==> config.mk <==
export PLATFORM = sky130hd
export DESIGN_NAME = alu_mul_seq
export DESIGN_NICKNAME = d
export VERILOG_FILES = /design/src/rtl/alu_mul_seq.sv
export SDC_FILE = /design/constraint.sdc
export NUM_CORES = 1
export LEC_CHECK = 0
export BUFFER_PORTS_ARGS = -buffer_cell sky130_fd_sc_hd__buf_2
export CORE_MARGIN = 5
export CORE_UTILIZATION = 50
export DETAILED_ROUTE_END_ITERATION = 10
export PLACE_DENSITY = 0.82
export SLEW_MARGIN = 20
export SYNTH_ARGS = -nofsm -noshare
export SYNTH_HDL_FRONTEND = slang
export SYNTH_SLANG_ARGS = --single-unit
==> constraint.sdc <==
create_clock -name clk -period 1.99 [get_ports clk]
set_input_delay 0.199 -clock clk [delete_from_list [all_inputs] [get_ports clk]]
set_output_delay 0.199 -clock clk [all_outputs]
set_load 0.02 [all_outputs]
==> src/rtl/alu_mul_seq.sv <==
// Shift-and-add 12x12 multiply sequencer driving the shared ALU combinationally.
// Optional two's complement mode when MUL_SIGNED_EN is defined (adds signed_in).
`ifndef ADD
`define ADD 3'b000
`endif
`ifndef SUB
`define SUB 3'b001
`endif

module alu_mul_seq #(
    parameter int DATA_W    = 12,
    parameter int DONE_HOLD = 0
) (
    input  logic                clk,
    input  logic                rst_n,
    input  logic                start_in,
    input  logic [DATA_W-1:0]   a_in,
    input  logic [DATA_W-1:0]   b_in,
`ifdef MUL_SIGNED_EN
    input  logic                signed_in,
`endif
    output logic                busy_out,
    output logic                done_out,
    output logic [2*DATA_W-1:0] product_out,
    output logic [DATA_W-1:0]   alu_a,
    output logic [DATA_W-1:0]   alu_b,
    output logic                alu_cin,
    output logic [2:0]          alu_func,
    input  logic [DATA_W-1:0]   alu_res,
    input  logic                alu_cout
);

`ifdef MUL_SIGNED_EN
    typedef enum logic [2:0] {
        S_IDLE, S_ITER, S_DONE, S_NEGA, S_NEGB, S_NEGLO, S_NEGHI
    } state_e;
`else
    typedef enum logic [1:0] {
        S_IDLE, S_ITER, S_DONE
    } state_e;
`endif

    localparam logic [3:0] LAST = 4'(DATA_W - 1);

    state_e              state_q, state_d;
    logic [DATA_W-1:0]   acc_q, acc_d;
    logic [DATA_W-1:0]   mq_q, mq_d;
    logic [DATA_W-1:0]   mcand_q, mcand_d;
    logic [3:0]          count_q, count_d;
    logic [2*DATA_W-1:0] product_q, product_d;
    logic                busy_q, busy_d;
    logic                done_q, done_d;
`ifdef MUL_SIGNED_EN
    logic                sgn_q, sgn_d;
    logic                sa_q, sa_d;
    logic                sb_q, sb_d;
    logic                borrow_q, borrow_d;
    logic                neg;
    assign neg = sa_q ^ sb_q;
`endif

    always_comb begin
        state_d   = state_q;
        acc_d     = acc_q;
        mq_d      = mq_q;
        mcand_d   = mcand_q;
        count_d   = count_q;
        product_d = product_q;
        busy_d    = busy_q;
        done_d    = done_q;
        alu_a     = '0;
        alu_b     = '0;
        alu_cin   = 1'b0;
        alu_func  = `ADD;
`ifdef MUL_SIGNED_EN
        sgn_d     = sgn_q;
        sa_d      = sa_q;
        sb_d      = sb_q;
        borrow_d  = borrow_q;
`endif
        unique case (state_q)
            S_IDLE: begin
                if (start_in) begin
                    mcand_d = a_in;
                    mq_d    = b_in;
                    acc_d   = '0;
                    count_d = '0;
                    busy_d  = 1'b1;
                    done_d  = 1'b0;
                    state_d = S_ITER;
`ifdef MUL_SIGNED_EN
                    sgn_d    = signed_in;
                    sa_d     = signed_in & a_in[DATA_W-1];
                    sb_d     = signed_in & b_in[DATA_W-1];
                    borrow_d = 1'b0;
                    if (signed_in) state_d = S_NEGA;
`endif
                end
            end
            S_ITER: begin
                alu_a   = acc_q;
                alu_b   = mq_q[0] ? mcand_q : '0;
                {acc_d, mq_d} = {alu_cout, alu_res, mq_q[DATA_W-1:1]};
                count_d = count_q + 4'd1;
                if (count_q == LAST) begin
                    // Product is captured on the edge that enters DONE
                    product_d = {alu_cout, alu_res, mq_q[DATA_W-1:1]};
                    done_d    = 1'b1;
                    state_d   = S_DONE;
`ifdef MUL_SIGNED_EN
                    if (sgn_q) begin
                        product_d = product_q;
                        done_d    = 1'b0;
                        state_d   = S_NEGLO;
                    end
`endif
                end
            end
            S_DONE: begin
                busy_d  = 1'b0;
                done_d  = (DONE_HOLD != 0);
                state_d = S_IDLE;
            end
`ifdef MUL_SIGNED_EN
            S_NEGA: begin
                alu_func = `SUB;
                alu_b    = mcand_q;
                if (sa_q) mcand_d = alu_res;
                state_d  = S_NEGB;
            end
            S_NEGB: begin
                alu_func = `SUB;
                alu_b    = mq_q;
                if (sb_q) mq_d = alu_res;
                state_d  = S_ITER;
            end
            S_NEGLO: begin
                alu_func = `SUB;
                alu_b    = mq_q;
                if (neg) mq_d = alu_res;
                borrow_d = neg & alu_cout;
                state_d  = S_NEGHI;
            end
            S_NEGHI: begin
                alu_func  = `SUB;
                alu_b     = acc_q;
                alu_cin   = borrow_q;
                product_d = {neg ? alu_res : acc_q, mq_q};
                done_d    = 1'b1;
                state_d   = S_DONE;
            end
`endif
            default: state_d = S_IDLE;
        endcase
    end

    always_ff @(posedge clk or negedge rst_n) begin
        if (!rst_n) begin
            state_q   <= S_IDLE;
            acc_q     <= '0;
            mq_q      <= '0;
            mcand_q   <= '0;
            count_q   <= '0;
            product_q <= '0;
            busy_q    <= 1'b0;
            done_q    <= 1'b0;
`ifdef MUL_SIGNED_EN
            sgn_q     <= 1'b0;
            sa_q      <= 1'b0;
            sb_q      <= 1'b0;
            borrow_q  <= 1'b0;
`endif
        end else begin
            state_q   <= state_d;
            acc_q     <= acc_d;
            mq_q      <= mq_d;
            mcand_q   <= mcand_d;
            count_q   <= count_d;
            product_q <= product_d;
            busy_q    <= busy_d;
            done_q    <= done_d;
`ifdef MUL_SIGNED_EN
            sgn_q     <= sgn_d;
            sa_q      <= sa_d;
            sb_q      <= sb_d;
            borrow_q  <= borrow_d;
`endif
        end
    end

    assign busy_out    = busy_q;
    assign done_out    = done_q;
    assign product_out = product_q;

endmodule

==> summary.txt <==
Synthesis
  • Yosys cell types: 29
  • Seq/Total Area, Yosys: 57.9%
  • EDFF count, synth: 0
  • Synth Instances: 249
  • Synthesis Warnings: 0
  • Synthesized cell area: 2940 sq um
  • Mean area per synthesized cell: 11.8 sq um
  • Number of synthesized register bits: 68
  • Top cells by area, synth: dfrtp_1 58%, mux2_2 12%, nand2_1 5.1%, o21ai_0 4.8%, a22oi_1 3.1%
  • Most used DFF post-synth: dfrtp_1
  • Post-synth top area cell: dfrtp_1
  • Yosys top cell area share: 57.9%
  • Synth top cells by count: 68 x dfrtp_1, 40 x nand2_1, 31 x mux2_2
  • Cell with the most instances after synthesis: dfrtp_1
  • Asr flop ratio synth: 100%

CTS
  • Total CTS buffers: 9
  • CTS tree: yes
  • Post-CTS setup buffers: 0
  • CTS clk-pin slew, worst paths: 0.07 ns
  • Max Root-Sink Buffers: 2
  • Clk_lat worst skew: 0.34 ns
  • Clk sinks: 68
  • Root Driver: clkbuf_8
  • H-tree depth: 3

Pwr
  • Leakage: 0.00186 uW
  • Clock power frac: 18.7%
  • Flop pwr share: 39.9%
  • Internal power: 3730 uW
  • Switching fraction of total power: 38.1%
  • Max IR drop VDD: 0.856 mV
  • Power per cell area: 1650 nW/um^2
  • Switching Power: 2290 uW
  • Gate power share: 41.4%

Critical path
  • FF-to-FF path depth: 5
  • Crit-path max FO: 38
  • Worst R2R Setup Slack: 0.41 ns
  • Crit path arrival time: 1.63 ns
  • CP delay by family, top: flip-flops
  • Crit path launch type: flop
  • Crit. End Element: output port
  • Reg2Reg Launch Point: count_q[0]
  • WP data required: 1.79 ns
  • R2R Path End: product_out[1]
  • Worst Setup Path Type: flop to output port
  • WP buf/inv: 2
  • CP max-delay cell: dfrtp_1
  • Critical path's largest stage delay: 0.48 ns
  • Worst-path cell chain: nor2b_2, buf_6, and3_1, buf_2

Run status
  • Run status: finished, final reports clean

Worst hold path
  • Hold path cells: 3
  • Hold endpoint: acc_q[7]
  • HP Start: alu_res[8]
  • Hold crit path type: input port to flop

Timing
  • RSZ-0062 raised after global routing: no
  • Final setup TNS: 0 ns
  • Skew final: 0.00747 ns
  • Final Hold Vio Count: 0
  • Crit path time final: 1.83 ns
  • Maximum clock rate: 546 MHz
  • Final setup violation count: 0
  • Crit share post-route: 92.1%
  • Fin. max-slew vios: 0

Final layout
  • Fin cells: 421
  • Fill cells: 481
  • P&R area growth vs syn: 24.2%
  • ANT cells: 0
  • Nets: 384
  • Share of cells above drive strength 1: 43.9%

Placement
  • IO Port Bufs: 89
  • Routability-driven placement congestion ratio: 0.802
  • Dpl hpwl: 4290 um
  • Placed insts: 406

Run
  • Maxcap violations: 0

Global routing
  • Vias in the first global route: 2131
  • Total track usage: 17.6%
  • Initial antenna violation count: 0
  • GRT overflow: 0
  • Pin count of the biggest net entering global routing: 69
  • First-pass GRT wire length: 10200 um

Floorplan
  • Die Y: 86.7 um
  • Row cnt: 28
  • IO Pins: 94
  • Die area: 7510 sq um
  • Initial Util: 50.6%
  • Die Wd: 86.7 um
  • Core ar.: 5820 sq um

Route
  • DR iter-0 viols: 132
  • WL/cell: 14.8 um
  • DRC Markers: 0
  • DR vias: 2141
  • Final wirelength: 6230 um
  • Antenna-violating nets left: 0
  • TritonRoute pass-1 iters: 4
  • Via density: 5.09
-- registers in the layout, summed over array words and instances, names as in the netlist --
register,cells
busy_out,1
count_q,4
acc_q,12
mq_q,12
mcand_q,12
state_q,2
product_out,24
done_out,1
-- cell families after synthesis --
logic type | share of synthesized area (%)
DFF | 57.9
other | 0.128
and+or+nand+nor | 12.7
AOI/OAI and AO/OA | 9.23
buffers and inverters | 4.94
muxes | 14.4
xor gates and xnor gates | 0.298
adders and majority gates | 0.425
-- layout by cell type (no fill, tap or decap), drive strengths merged --
cell type,n
a21o,2
a21oi,1
a22oi,12
and2,12
and2b,1
and3,12
buf,100
bufinv,1
clkbuf,12
clkinv,1
conb,4
dfrtp,68
dlygate4sd3,1
ha,1
inv,1
mux2,36
nand2,40
nand2b,1
nand3,1
nand3b,1
nor2,3
nor2b,2
nor3b,1
o21ai,28
o21bai,2
o22ai,1
xor2,1
-- metal layers --
metal | track usage (%) | vias to the layer above | part of all wire (%) | routed length, um
li1 | - | 1040 | - | -
met1 | 22.4 | 1026 | 42 | 2620
met2 | 27.1 | 64 | 48 | 3000
met3 | 5.80 | 11 | 7.8 | 484
met4 | 8.92 | 0 | 2.1 | 130
met5 | 0 | - | 0 | 0
-- power by group through the flow --
| stage | logic [uW] | clock network [uW] | registers, uW |
|---|---|---|---|
| 3_3_place_gp | 2460 | 0 | 2390 |
| 2_1_floorplan | 1520 | 0 | 2610 |
| 4_1_cts | 2520 | 1150 | 2410 |
| 3_5_place_dp | 2510 | 0 | 2430 |
| 5_1_grt | 2740 | 1210 | 2490 |
| 6_report | 2490 | 1120 | 2400 |
-- worst max-delay path by stage --
stage,start,end,cells past startpoint
after floorplan,count_q[0],product_out[11],5
after global placement,state_q[0],alu_b[9],4
after detailed placement,count_q[0],product_out[1],5
after CTS,state_q[0],alu_b[1],4
after global routing,state_q[0],alu_b[8],4
final,state_q[0],alu_b[9],4
-- through the flow --
| step | area, sq um | setup WS [ns] | power, uW | hold WS [ns] | util, % |
|---|---|---|---|---|---|
| 3_5_place_dp | 3450 | 0.428 | 4940 | 0.255 | 59.3 |
| 5_1_grt | 3650 | 0.0555 | 6440 | 0.0610 | 62.8 |
| 4_1_cts | 3650 | 0.0723 | 6080 | 0.0534 | 62.7 |
| 3_3_place_gp | 3450 | 0.477 | 4850 | 0.246 | 59.3 |
| 2_1_floorplan | 2950 | 0.508 | 4130 | -0.0966 | - |
| 6_report | 3650 | 0.158 | 6020 | 0.0684 | 62.8 |
-- layout make-up --
class	instances	area [sq um]	share of cell area, %
Clock inverter	2	35.0	0.960
Inverter	1	3.75	0.103
Tap cell	75	93.8	2.57
Clock buffer	12	155	4.25
Multi-Input combinational cell	162	1110	30.3
Sequential cell	68	1700	46.6
Timing Repair Buffer	101	554	15.2
-- worst register-to-register path, stage by stage (launching register included) --
cell and delay [ns]:
dfrtp_1 0.38, ha_1 0.20, nand3b_1 0.18, nor2_4 0.13
buf_4 0.23, mux2_2 0.36
-- timing repair --
action | 4_1_cts | 5_1_grt
hold buffers | 1 | 0
gates resized for setup | 0 | 1
endpoints found under the setup margin | 0 | 7
hold endpoints to repair | 68 | 0
Note: power is estimated with default switching activity, not from simulation.
